`src/rtl/dump_sequencer_if.sv`:
```
// Bundle of request, RAM read and transmitter signals around the dump sequencer.
// master = control/RAM/UART side, slave = sequencer.
interface dump_sequencer_if #(
  parameter int AW = 9,
  parameter int DW = 8
);
  logic          dump_req;
  logic [1:0]    dump_ch;
  logic [AW-1:0] start_addr;
  logic          capture_busy;
  logic          dump_abort;
  logic [AW-1:0] ram_addr;
  logic [2:0]    ram_en;
  logic [DW-1:0] ch1_rdata;
  logic [DW-1:0] ch2_rdata;
  logic [DW-1:0] ch3_rdata;
  logic [DW-1:0] tx_data;
  logic          tx_start;
  logic          tx_busy;
  logic          tx_done;
  logic          dump_busy;
  logic          dump_fin;
  logic          dump_err;

  modport master (
    output dump_req, dump_ch, start_addr, capture_busy, dump_abort,
    output ch1_rdata, ch2_rdata, ch3_rdata, tx_busy, tx_done,
    input  ram_addr, ram_en, tx_data, tx_start, dump_busy, dump_fin, dump_err
  );

  modport slave (
    input  dump_req, dump_ch, start_addr, capture_busy, dump_abort,
    input  ch1_rdata, ch2_rdata, ch3_rdata, tx_busy, tx_done,
    output ram_addr, ram_en, tx_data, tx_start, dump_busy, dump_fin, dump_err
  );
endinterface

```
`src/rtl/dump_sequencer.sv`:
```
// Streams one channel trace from the capture RAMs to the UART, oldest sample
// first, wrapping circularly from a latched start address.
module dump_sequencer #(
  parameter int DEPTH = 512,
  parameter int AW    = 9,
  parameter int DW    = 8
) (
  input  logic             clk,
  input  logic             rst_n,
  dump_sequencer_if.slave  bus
);

  typedef enum logic [2:0] {IDLE, RD, LAT, SEND, WAIT_TX, FIN} state_t;

  state_t        state, state_nxt;
  logic [AW-1:0] ptr, ptr_nxt;
  logic [AW:0]   cnt, cnt_nxt;
  logic [1:0]    ch, ch_nxt;
  logic [DW-1:0] rdata_sel;
  logic [2:0]    en_dec;
  logic          req_bad, last, abort;

  assign req_bad = bus.dump_req && ((bus.dump_ch == 2'd0) || bus.capture_busy);
  assign last    = (cnt == (AW+1)'(DEPTH-1));
  assign abort   = (state != IDLE) && bus.dump_abort;

  // Read enable is one-hot on the latched channel, only while in RD.
  for (genvar i = 0; i < 3; i++) begin : g_ch
    assign en_dec[i] = (state == RD) && (ch == 2'(i+1));
  end
  assign bus.ram_en   = en_dec;
  assign bus.ram_addr = (state == RD) ? ptr : '0;

  always_comb begin
    rdata_sel = '0;
    case (ch)
      2'd1:    rdata_sel = bus.ch1_rdata;
      2'd2:    rdata_sel = bus.ch2_rdata;
      2'd3:    rdata_sel = bus.ch3_rdata;
      default: rdata_sel = '0;
    endcase
  end

  always_comb begin
    state_nxt = state;
    ptr_nxt   = ptr;
    cnt_nxt   = cnt;
    ch_nxt    = ch;
    case (state)
      IDLE: if (bus.dump_req && !req_bad) begin
        ch_nxt    = bus.dump_ch;
        ptr_nxt   = bus.start_addr;
        cnt_nxt   = '0;
        state_nxt = RD;
      end
      RD:   state_nxt = LAT;
      LAT:  state_nxt = SEND;
      SEND: if (!bus.tx_busy) state_nxt = WAIT_TX;
      WAIT_TX: if (bus.tx_done) begin
        if (last) state_nxt = FIN;
        else begin
          ptr_nxt   = ptr + 1'b1;
          cnt_nxt   = cnt + 1'b1;
          state_nxt = RD;
        end
      end
      FIN:     state_nxt = IDLE;
      default: state_nxt = IDLE;
    endcase
    // Abort overrides any transition, including a same-cycle tx_done.
    if (abort) state_nxt = IDLE;
  end

  always_ff @(posedge clk or negedge rst_n) begin
    if (!rst_n) begin
      state         <= IDLE;
      ptr           <= '0;
      cnt           <= '0;
      ch            <= '0;
      bus.tx_data   <= '0;
      bus.tx_start  <= 1'b0;
      bus.dump_busy <= 1'b0;
      bus.dump_fin  <= 1'b0;
      bus.dump_err  <= 1'b0;
    end else begin
      state         <= state_nxt;
      ptr           <= ptr_nxt;
      cnt           <= cnt_nxt;
      ch            <= ch_nxt;
      if (state == LAT) bus.tx_data <= rdata_sel;
      // Registered pulses line up with the state they announce.
      bus.tx_start  <= (state == SEND) && (state_nxt == WAIT_TX);
      bus.dump_fin  <= (state_nxt == FIN);
      bus.dump_busy <= (state_nxt != IDLE);
      bus.dump_err  <= (state == IDLE) && req_bad;
    end
  end

endmodule

```
`src/flat_wrapper.sv`:
```
// flat-port wrapper written by rule: the top's interface ports become plain ports
module dump_sequencer_flat 
#(
  parameter int DEPTH = 512,
  parameter int AW    = 9,
  parameter int DW    = 8
)
  (clk, rst_n, bus_dump_req, bus_dump_ch, bus_start_addr, bus_capture_busy, bus_dump_abort, bus_ch1_rdata, bus_ch2_rdata, bus_ch3_rdata, bus_tx_busy, bus_tx_done, bus_ram_addr, bus_ram_en, bus_tx_data, bus_tx_start, bus_dump_busy, bus_dump_fin, bus_dump_err);
  dump_sequencer_if #(.AW(AW), .DW(DW)) bus_i ();
  input  logic clk;
  input  logic rst_n;
  input wire logic [$bits(bus_i.dump_req)-1:0] bus_dump_req;
  input wire logic [$bits(bus_i.dump_ch)-1:0] bus_dump_ch;
  input wire logic [$bits(bus_i.start_addr)-1:0] bus_start_addr;
  input wire logic [$bits(bus_i.capture_busy)-1:0] bus_capture_busy;
  input wire logic [$bits(bus_i.dump_abort)-1:0] bus_dump_abort;
  input wire logic [$bits(bus_i.ch1_rdata)-1:0] bus_ch1_rdata;
  input wire logic [$bits(bus_i.ch2_rdata)-1:0] bus_ch2_rdata;
  input wire logic [$bits(bus_i.ch3_rdata)-1:0] bus_ch3_rdata;
  input wire logic [$bits(bus_i.tx_busy)-1:0] bus_tx_busy;
  input wire logic [$bits(bus_i.tx_done)-1:0] bus_tx_done;
  output wire logic [$bits(bus_i.ram_addr)-1:0] bus_ram_addr;
  output wire logic [$bits(bus_i.ram_en)-1:0] bus_ram_en;
  output wire logic [$bits(bus_i.tx_data)-1:0] bus_tx_data;
  output wire logic [$bits(bus_i.tx_start)-1:0] bus_tx_start;
  output wire logic [$bits(bus_i.dump_busy)-1:0] bus_dump_busy;
  output wire logic [$bits(bus_i.dump_fin)-1:0] bus_dump_fin;
  output wire logic [$bits(bus_i.dump_err)-1:0] bus_dump_err;
  assign bus_i.dump_req = bus_dump_req;
  assign bus_i.dump_ch = bus_dump_ch;
  assign bus_i.start_addr = bus_start_addr;
  assign bus_i.capture_busy = bus_capture_busy;
  assign bus_i.dump_abort = bus_dump_abort;
  assign bus_i.ch1_rdata = bus_ch1_rdata;
  assign bus_i.ch2_rdata = bus_ch2_rdata;
  assign bus_i.ch3_rdata = bus_ch3_rdata;
  assign bus_i.tx_busy = bus_tx_busy;
  assign bus_i.tx_done = bus_tx_done;
  assign bus_ram_addr = bus_i.ram_addr;
  assign bus_ram_en = bus_i.ram_en;
  assign bus_tx_data = bus_i.tx_data;
  assign bus_tx_start = bus_i.tx_start;
  assign bus_dump_busy = bus_i.dump_busy;
  assign bus_dump_fin = bus_i.dump_fin;
  assign bus_dump_err = bus_i.dump_err;
  dump_sequencer #(.DEPTH(DEPTH), .AW(AW), .DW(DW)) u_core (.clk(clk), .rst_n(rst_n), .bus(bus_i));
endmodule
```
`config.mk`:
```
export PLATFORM = sky130hd
export DESIGN_NAME = dump_sequencer_flat
export DESIGN_NICKNAME = d
export VERILOG_FILES = /design/src/rtl/dump_sequencer_if.sv /design/src/rtl/dump_sequencer.sv /design/src/flat_wrapper.sv
export SDC_FILE = /design/constraint.sdc
export NUM_CORES = 1
export LEC_CHECK = 0
export BUFFER_PORTS_ARGS = -buffer_cell sky130_fd_sc_hd__buf_2
export CAP_MARGIN = 30
export CORE_MARGIN = 1
export CORE_UTILIZATION = 55
export CTS_CLUSTER_DIAMETER = 80
export DETAILED_ROUTE_END_ITERATION = 12
export PLACE_DENSITY = 0.85
export SLEW_MARGIN = 30
export SYNTH_ARGS = -nofsm -noshare
export SYNTH_HDL_FRONTEND = slang
export SYNTH_SLANG_ARGS = --single-unit
```
`constraint.sdc`:
```
create_clock -name clk -period 5.21 [get_ports clk]
set_input_delay 0.2605 -clock clk [delete_from_list [all_inputs] [get_ports clk]]
set_output_delay 0.2605 -clock clk [all_outputs]
set_load 0.02 [all_outputs]
```
; ---- Word level (Yosys, flattened, before mapping)
; Index checks and enable logic that the tools add are counted.
[word_totals]
reg_bits = 36
wordCells = 57
in_bits = 42
[op_classes]
muxes = 16
reduce_logical = 17
addsub = 2
eq_ne = 13
[op_table]
columns = operator, n
row1 = two-way mux 9 bit, 4
row2 = two-way mux 10 bit, 3
row3 = one-hot mux 8 bit (3 select lines), 1
row4 = one-hot mux 10 bit (2 select lines), 1
row5 = one-hot mux 9 bit (2 select lines), 1
row6 = two-way mux 3 bit, 5
row7 = one-hot mux 3 bit (5 select lines), 1
row8 = "adder 10 x 1 -> 10 bit, second input constant", 1
row9 = "equality test 10 x 9 -> 1 bit, second input constant", 1
row10 = "adder 9 x 1 -> 9 bit, second input constant", 1
row11 = "equality test 3 bit, second input constant", 3
row12 = logical AND 1 bit, 8
row13 = "equality test 3 x 2 -> 1 bit, second input constant", 2
row14 = nonzero test 3 bit, 2
row15 = "equality test 2 bit, second input constant", 2
row16 = "inequality test 2 bit, second input constant", 2
row17 = AND reduction 4 bit, 1
row18 = "equality test 3 x 1 -> 1 bit, second input constant", 1
row19 = zero test 3 bit, 1
row20 = "equality test 2 x 1 -> 1 bit, second input constant", 1
row21 = zero test 2 bit, 1
row22 = "inequality test 2 x 1 -> 1 bit, second input constant", 1
row23 = AND reduction 2 bit, 1
row24 = nonzero test 2 bit, 1
row25 = 2 further kinds, 2

; ---- Logic depth before layout (Yosys ltp)
; Gate-level depths: netlist of run 1.
[depth]
depth_word = 10
ltp_mapped = 7

; ---- Worst setup path before layout of run 1
; OpenSTA, ideal clock, no wires.
[synth_timing]
path_kind = register -> register
start = register u_core.state[1]
end = register u_core.bus.tx_start
path_slack_ps = 3301
path_buffers = 1
period_less_slack_ps = 1909
path_stages_with_launch = 7
t_arrival_ps = 1767
path_cell_list = dfrtp_1 or4b_4 or3_1 buf_2 a31o_2 inv_2 nor4_2
[synth_via]
elab_chain_len = 5
word_cells_on_any_way = 14
cone_classes = eq/ne (5) / mux (5) / reduce/logical (4)
[synth_rtl]
columns = item, line_no
row1 = from (decl), dump_sequencer.sv:15  ; state_t state, state_nxt;
row2 = from (signal assigned), dump_sequencer.sv:86  ; state <= state_nxt;
row3 = equality test 3 bit (tied with other cells), dump_sequencer.sv:49  ; case (state)
row4 = one-hot mux 3 bit (5 select lines) or logical AND 1 bit (tied branches), "dump_sequencer.sv:49, dump_sequencer.sv:25"
row5 = two-way mux 3 bit *, dump_sequencer.sv:71  ; if (abort) state_nxt = IDLE;
row6 = via u_core.state_nxt[0], dump_sequencer.sv:15
row7 = equality test 3 bit *, dump_sequencer.sv:92  ; bus.tx_start <= (state == SEND) && (state_nxt == WAIT_TX);
row8 = logical AND 1 bit *, dump_sequencer.sv:92
row9 = to (signal assigned), dump_sequencer.sv:92
row10 = to (decl), dump_sequencer_if.sv:34  ; output ram_addr, ram_en, tx_data, tx_start, dump_busy, dump_fin, dump_err
; The timed path passes the listed nets; every way through them passes the cells marked *.
; A chain may end at the register's enable or synchronous reset.

; ---- Worst setup path after layout of run 1
[layout_timing]
start = register u_core.state[0]
end = register u_core.bus.tx_start
[layout_via]
elab_chain_len = 5
word_cells_on_any_way = 14
cone_classes = eq/ne (5) / mux (5) / reduce/logical (4)
[layout_rtl]
columns = item, line_no
row1 = equality test 3 bit (tied with other cells), dump_sequencer.sv:49
row2 = one-hot mux 3 bit (5 select lines) or logical AND 1 bit (tied branches), "dump_sequencer.sv:49, dump_sequencer.sv:25"
row3 = two-way mux 3 bit *, dump_sequencer.sv:71
row4 = via u_core.state_nxt[0], dump_sequencer.sv:15
row5 = equality test 3 bit *, dump_sequencer.sv:92
row6 = logical AND 1 bit *, dump_sequencer.sv:92
; Marks and branches as above.

==> impl_metrics.ini, run 1 <==
[setup_path]
cp-end-kind = flop
cp_top_family = simple AND/OR/NAND/NOR gates
slowest_stage = or3_1
path_class = flop to flop
critPathRequiredTime_ns = 5.36
r2r_setup_slack_ns = 2.81
cp_slowest_stage_delay_ns = 0.68
cp.arrival_ns = 2.55
critPathBufInv = 1
path_cells = or4b_4 > or3_1 > a31o_2 > inv_2 > nor4_2
start_kind = flop
path_max_fanout = 24

[cells_and_area]
nNetsFinal = 330
mostFrequentLayoutCell = buf_2
final_cell_mix = buf_2 (65), dfrtp_1 (36), nand2_1 (26)
n_antenna_cell = 0
area_growth_pct = 21.0
drive_gt1_share_pct = 33.8
utilization_pct = 72.6
nFillCells = 291

[synthesis]
syn_area_sq_um = 2080
synthArstFlopShare_pct = 100
ys_ff_latch = 36
synth_edf_count = 0
yosys_warnings = 0
synth_nets = 269
seq_area_frac_synth_pct = 43.3
postSynthAreaPerCell_sq_um = 9.25
synth_ff_type = dfrtp_1
netlist-cell-type-count = 49
synth_cells = 225

[status]
status = finished clean

[grt]
grt_pass1_wl_um = 8070
grt_pass1_vias = 1772
grt_max_degree = 37
grt_usage_pct = 25.9
grt_antenna_before_repair = 0
overflow = 0

[placement]
dp_hpwl_um = 3520
dpl_worst_slack_ns = 2.83
gp_congestion = 0.845
port_buffers = 65

[clock_tree]
cts_tree = yes
cts.htree.levels = 2
cts_max_path_buffers = 2
clock_latency_ns = 0.29
postCtsSetupRepairBufs = 0
cts_buffers = 5
clock_sinks = 36
ctsResizeCount = 0
clockRootBuffer = clkbuf_8
cts_hold_buffers = 0
path_clk_slew_ns = 0.07

[power_and_ir_drop]
power_mw = 1.20
power_density_nw_per_um2 = 477
leakage_nw = 1.22
ir_worst_vdd_uv = 271

[drt]
drt-initial-drc-count = 80
firstDrtPassIters = 4
route.met3.wl_um = 294
vias = 1905
met1Wirelength_um = 2260
totalWireLength_um = 4870
via_per_inst = 5.72
top_layer = met4
post_drt_wl_per_cell_um = 14.6
final_antenna_net_count = 0
wl_met2_um = 2280
drc = 0

[die]
num_rows = 21
ioPinCount = 66
die_y_um = 63.5
die_area_sq_um = 4030
start_util_pct = 60.0
core_area_sq_um = 3470
die_w_um = 63.5

[timing]
clock.fmax_mhz = 417
tightest_slew_ns = 0.826
rsz0062_at_grt = false
maxSlewHeadroom_pct = 44.5
fin_tns_setup_ns = 0
min_period_ns = 2.40
report.final.slew_viol_count = 0
setup_viol = 0
whs_ns = 0.0466
hold_violations = 0
fin_worst_skew_ns = 0.00373
layout_setup_ws_ns = 2.81
period_share_pct = 46.0

[run]
maxCapViolations = 0

[hold_path]
hold_class = input pin to asynchronous set/reset pin
-- final timing paths --
path	to	from	depth (start not counted)
max	u_core.bus.tx_start	u_core.state[0]	5
min	u_core.ptr[6]	rst_n	1
max reg2reg	u_core.bus.tx_start	u_core.state[0]	5
min reg2reg	u_core.cnt[8]	u_core.cnt[8]	1
max in group asynchronous	u_core.state[1]	rst_n	1
min in group clk	u_core.ch[0]	bus_dump_ch[0]	3
-- worst register-to-register path, delay by kind of cell (launching register included) --
family | cells | cell delay [ns]
simple gates | 3 | 1.29
flops | 1 | 0.48
compound gates | 1 | 0.41
buf+inv | 1 | 0.07
-- power breakdown --
group | switching (mW) | internal (mW) | leakage, nW
combinational | 0.305 | 0.218 | 0.729
clock | 0.0990 | 0.107 | 0.0445
sequential | 0.104 | 0.370 | 0.449
-- synth_stat cells (all sizes together) (2+ instances only) --
cell type / instances / area, sq um
dfrtp: 36 / 901
nand2: 26 / 97.6
nor2: 24 / 90.1
a21oi: 17 / 96.4
and2: 11 / 71.3
a22oi: 9 / 67.6
nand3: 9 / 45.0
buf: 8 / 45.0
mux2: 8 / 90.1
inv: 6 / 22.5
o211ai: 6 / 45.0
or4: 6 / 45.0
clkbuf: 5 / 18.8
o21ai: 5 / 25.0
o2bb2a: 5 / 50.1
a31oi: 4 / 25.0
o22ai: 4 / 25.0
and3: 3 / 18.8
nor4: 3 / 40.0
or3: 3 / 18.8
ha: 2 / 25.0
mux2i: 2 / 20.0
nand2b: 2 / 12.5
nor2b: 2 / 12.5
nor3b: 2 / 26.3
o22a: 2 / 17.5
o311ai: 2 / 17.5
-- layout make-up --
| class | count | area (sq um) | area share (%) |
|---|---|---|---|
| Multi-Input combinational cell | 170 | 1100 | 43.8 |
| Sequential cell | 36 | 901 | 35.8 |
| Timing Repair Buffer | 67 | 340 | 13.5 |
| Clock buffer | 7 | 86.3 | 3.43 |
| Tap cell | 46 | 57.6 | 2.29 |
| Inverter | 6 | 22.5 | 0.894 |
| Clock inverter | 1 | 7.51 | 0.298 |
-- state kept, by name, summed over array words and instances, names as in the netlist --
| name | count |
|---|---|
| u_core.state | 3 |
| u_core.ptr | 9 |
| u_core.cnt | 10 |
| u_core.bus.dump_fin | 1 |
| u_core.ch | 2 |
| u_core.bus.tx_data | 8 |
| u_core.bus.dump_busy | 1 |
| u_core.bus.tx_start | 1 |
| u_core.bus.dump_err | 1 |
-- per-stage QoR --
stage	cells	area [sq um]
3_5_place_dp	325	2420
3_3_place_gp	325	2420
2_1_floorplan	225	2080
4_1_cts	333	2520
5_1_grt	333	2520
6_report	333	2520
-- metal layers --
layer	GRT usage [%]	vias to the layer above
met5	0	-
met4	5.40	0
met3	7.07	5
met2	42.8	67
met1	33.9	889
li1	-	944
-- logic make-up (layout without fill, tap and decap cells) --
kind of cell             Yosys count  after routing  share of synthesized area [%]
AO/OA/AOI/OAI                     59             59                           20.0
adder cells (fa/ha/maj)            2              2                           1.20
buffers and inverters             19             81                           4.15
flip-flops                        36             36                           43.3
multiplexers                      10             10                           5.29
AND/OR/NAND/NOR                   99             99                           26.1
(Power assumes the default switching activity.)
==> run 2: changes to the inputs <==
CORE_UTILIZATION = 51   (was 55)
PLACE_DENSITY = 0.8   (was 0.85)
clock period = 2.3 ns   (was 5.21 ns; I/O delays follow)
==> run 2 against run 1 <==
Setup slack worse by 2.6 ns. Clock-buffer cell count down 2. Cell count up 3.9%. Critical path type unchanged. Critical endpoint is now u_core.ptr[3]. Largest cell class unchanged. Largest power group unchanged. Highest routed layer unchanged.
==> impl_metrics.ini, run 2 (same netlist as run 1, synthesis figures left out) <==
[status]
status = finished clean

[clock_tree]
cts_max_path_buffers = 2
clock_sinks = 36
cts_buffers = 5
cts_tree = yes
cts.htree.levels = 2
clockRootBuffer = clkbuf_8
ctsResizeCount = 0
path_clk_slew_ns = 0.07
clock_latency_ns = 0.29

[placement]
place_inst = 337
dp_hpwl_um = 3500
gp_congestion = 0.846
port_buffers = 65

[setup_path]
crit_start = u_core.state[1]
start_kind = flop
path_max_fanout = 14
critPathRequiredTime_ns = 2.53
reg2reg_from = u_core.state[1]
cp.arrival_ns = 2.36
cp-end-kind = flop
path_class = flop to flop

[drt]
drc = 0
post_drt_wl_per_cell_um = 13.6
final_antenna_net_count = 0
via_per_inst = 5.66
firstDrtPassIters = 4
drt-initial-drc-count = 74
totalWireLength_um = 4710
vias = 1960

[cells_and_area]
largest_reg_flops = 10
top_regs = u_core.cnt (10), u_core.ptr (9), u_core.bus.tx_data (8)
final_cell_mix = buf_2 (65), dfrtp_1 (36), nand2_1 (26)
drive_gt1_share_pct = 35.9
nNetsFinal = 341
nFillCells = 285
n_antenna_cell = 0
finalNonFillerCells = 346
regMostFlops = u_core.cnt
mostFrequentLayoutCell = buf_2
utilization_pct = 70.3
regArea_sq_um = 901
multi_input_area_sq_um = 1100
area_growth_pct = 28.3

[grt]
overflow = 0
grt_max_degree = 37
grt_antenna_before_repair = 0
grt_usage_pct = 23.5
grt_pass1_wl_um = 7610
grt_pass1_vias = 1724

[power_and_ir_drop]
ir_worst_vdd_uv = 864
p_comb_share_pct = 40.9
p_sw_mw = 1.14
leakage_nw = 1.31
power_density_nw_per_um2 = 1140
power_frac_clock_pct = 25.2
internal-power_mw = 1.92
power_frac_seq_pct = 33.9
p_sw_share_pct = 37.2

[timing]
hold_violations = 0
fin_tns_setup_ns = 0
report.final.slew_viol_count = 0
rsz0062_at_grt = false
maxSlewHeadroom_pct = 46.9
tightest_slew_ns = 0.797
setup_viol = 0
clock.fmax_mhz = 470
fin_worst_skew_ns = 0.00425
period_share_pct = 92.6
min_period_ns = 2.13

[run]
maxCapViolations = 0

[die]
die_w_um = 65.9
die_y_um = 65.9
num_rows = 22
core_area_sq_um = 3800
start_util_pct = 54.8
die_area_sq_um = 4340
ioPinCount = 66

[hold_path]
hold_class = input pin to flop
hold_start = bus_dump_ch[0]
-- run 2: cell types whose count changed in the layout (fill, tap and decap cells not counted), sizes merged --
cell,change
buf,+10
bufinv,+3
clkbuf,-2
clkinvlp,-1
dlygate4sd3,+1
-- run 2: timing repair --
item / CTS / global route
hold buffers: 1 / 0
hold endpoints to repair: 36 / 0
setup buffers: 0 / 0
-- run 2: power groups by stage --
stage	Combinational, mW	Sequential, mW	Clock, mW
after global routing	1.37	1.07	0.811
after detailed placement	1.25	1.05	0
after floorplan	0.781	1.10	0
after CTS	1.26	1.03	0.779
after global placement	1.23	1.04	0
final	1.25	1.04	0.770
-- run 2: layer usage --
metal	track usage [%]	vias to the layer above	part of all wire, %
li1	-	969	-
met5	0	-	0
met3	4.48	10	6.5
met1	27.7	897	43
met2	41.8	84	49
met4	8.70	0	1.5
-- run 2: cell type report --
type                    instances  share of cell area [%]
well taps                      48                    2.25
clock inverters                 3                    3.38
multi-input cells             170                    41.3
clock buffers                   5                    2.58
repair buffers                 78                    15.9
inverters                       6                   0.844
flip-flops and latches         36                    33.8
-- run 2: path summary, 6_finish.rpt --
check / end / slack [ns] / cells after the start
setup / recovery: u_core.ptr[3] / 0.17 / 5
hold / removal: u_core.ch[0] / 0.03 / 3
setup reg to reg: u_core.ptr[3] / 0.17 / 5
hold reg to reg: u_core.cnt[8] / 0.51 / 1
max in group asynchronous: u_core.cnt[0] / 1.33 / 2
min in group asynchronous: u_core.bus.tx_data[3] / 0.47 / 2
-- run 2: worst max-delay path, cell delays in order, from the launching register on --
cell      delay [ns]
dfrtp_1         0.38
or4b_4          0.55
or3_1           0.55
buf_4           0.26
a21oi_1         0.15
o2bb2a_1        0.18
-- run 2: metrics by stage --
stage	cell area (sq um)	hold WS, ns	power, mW	setup slack (ns)
floorplan	2080	-0.181	1.88	0.391
global placement	2500	0.243	2.26	0.272
detailed placement	2500	0.238	2.30	0.191
CTS	2670	0.0293	3.07	0.167
global route	2670	0.0360	3.24	0.0694
finish	2670	0.0306	3.05	0.171
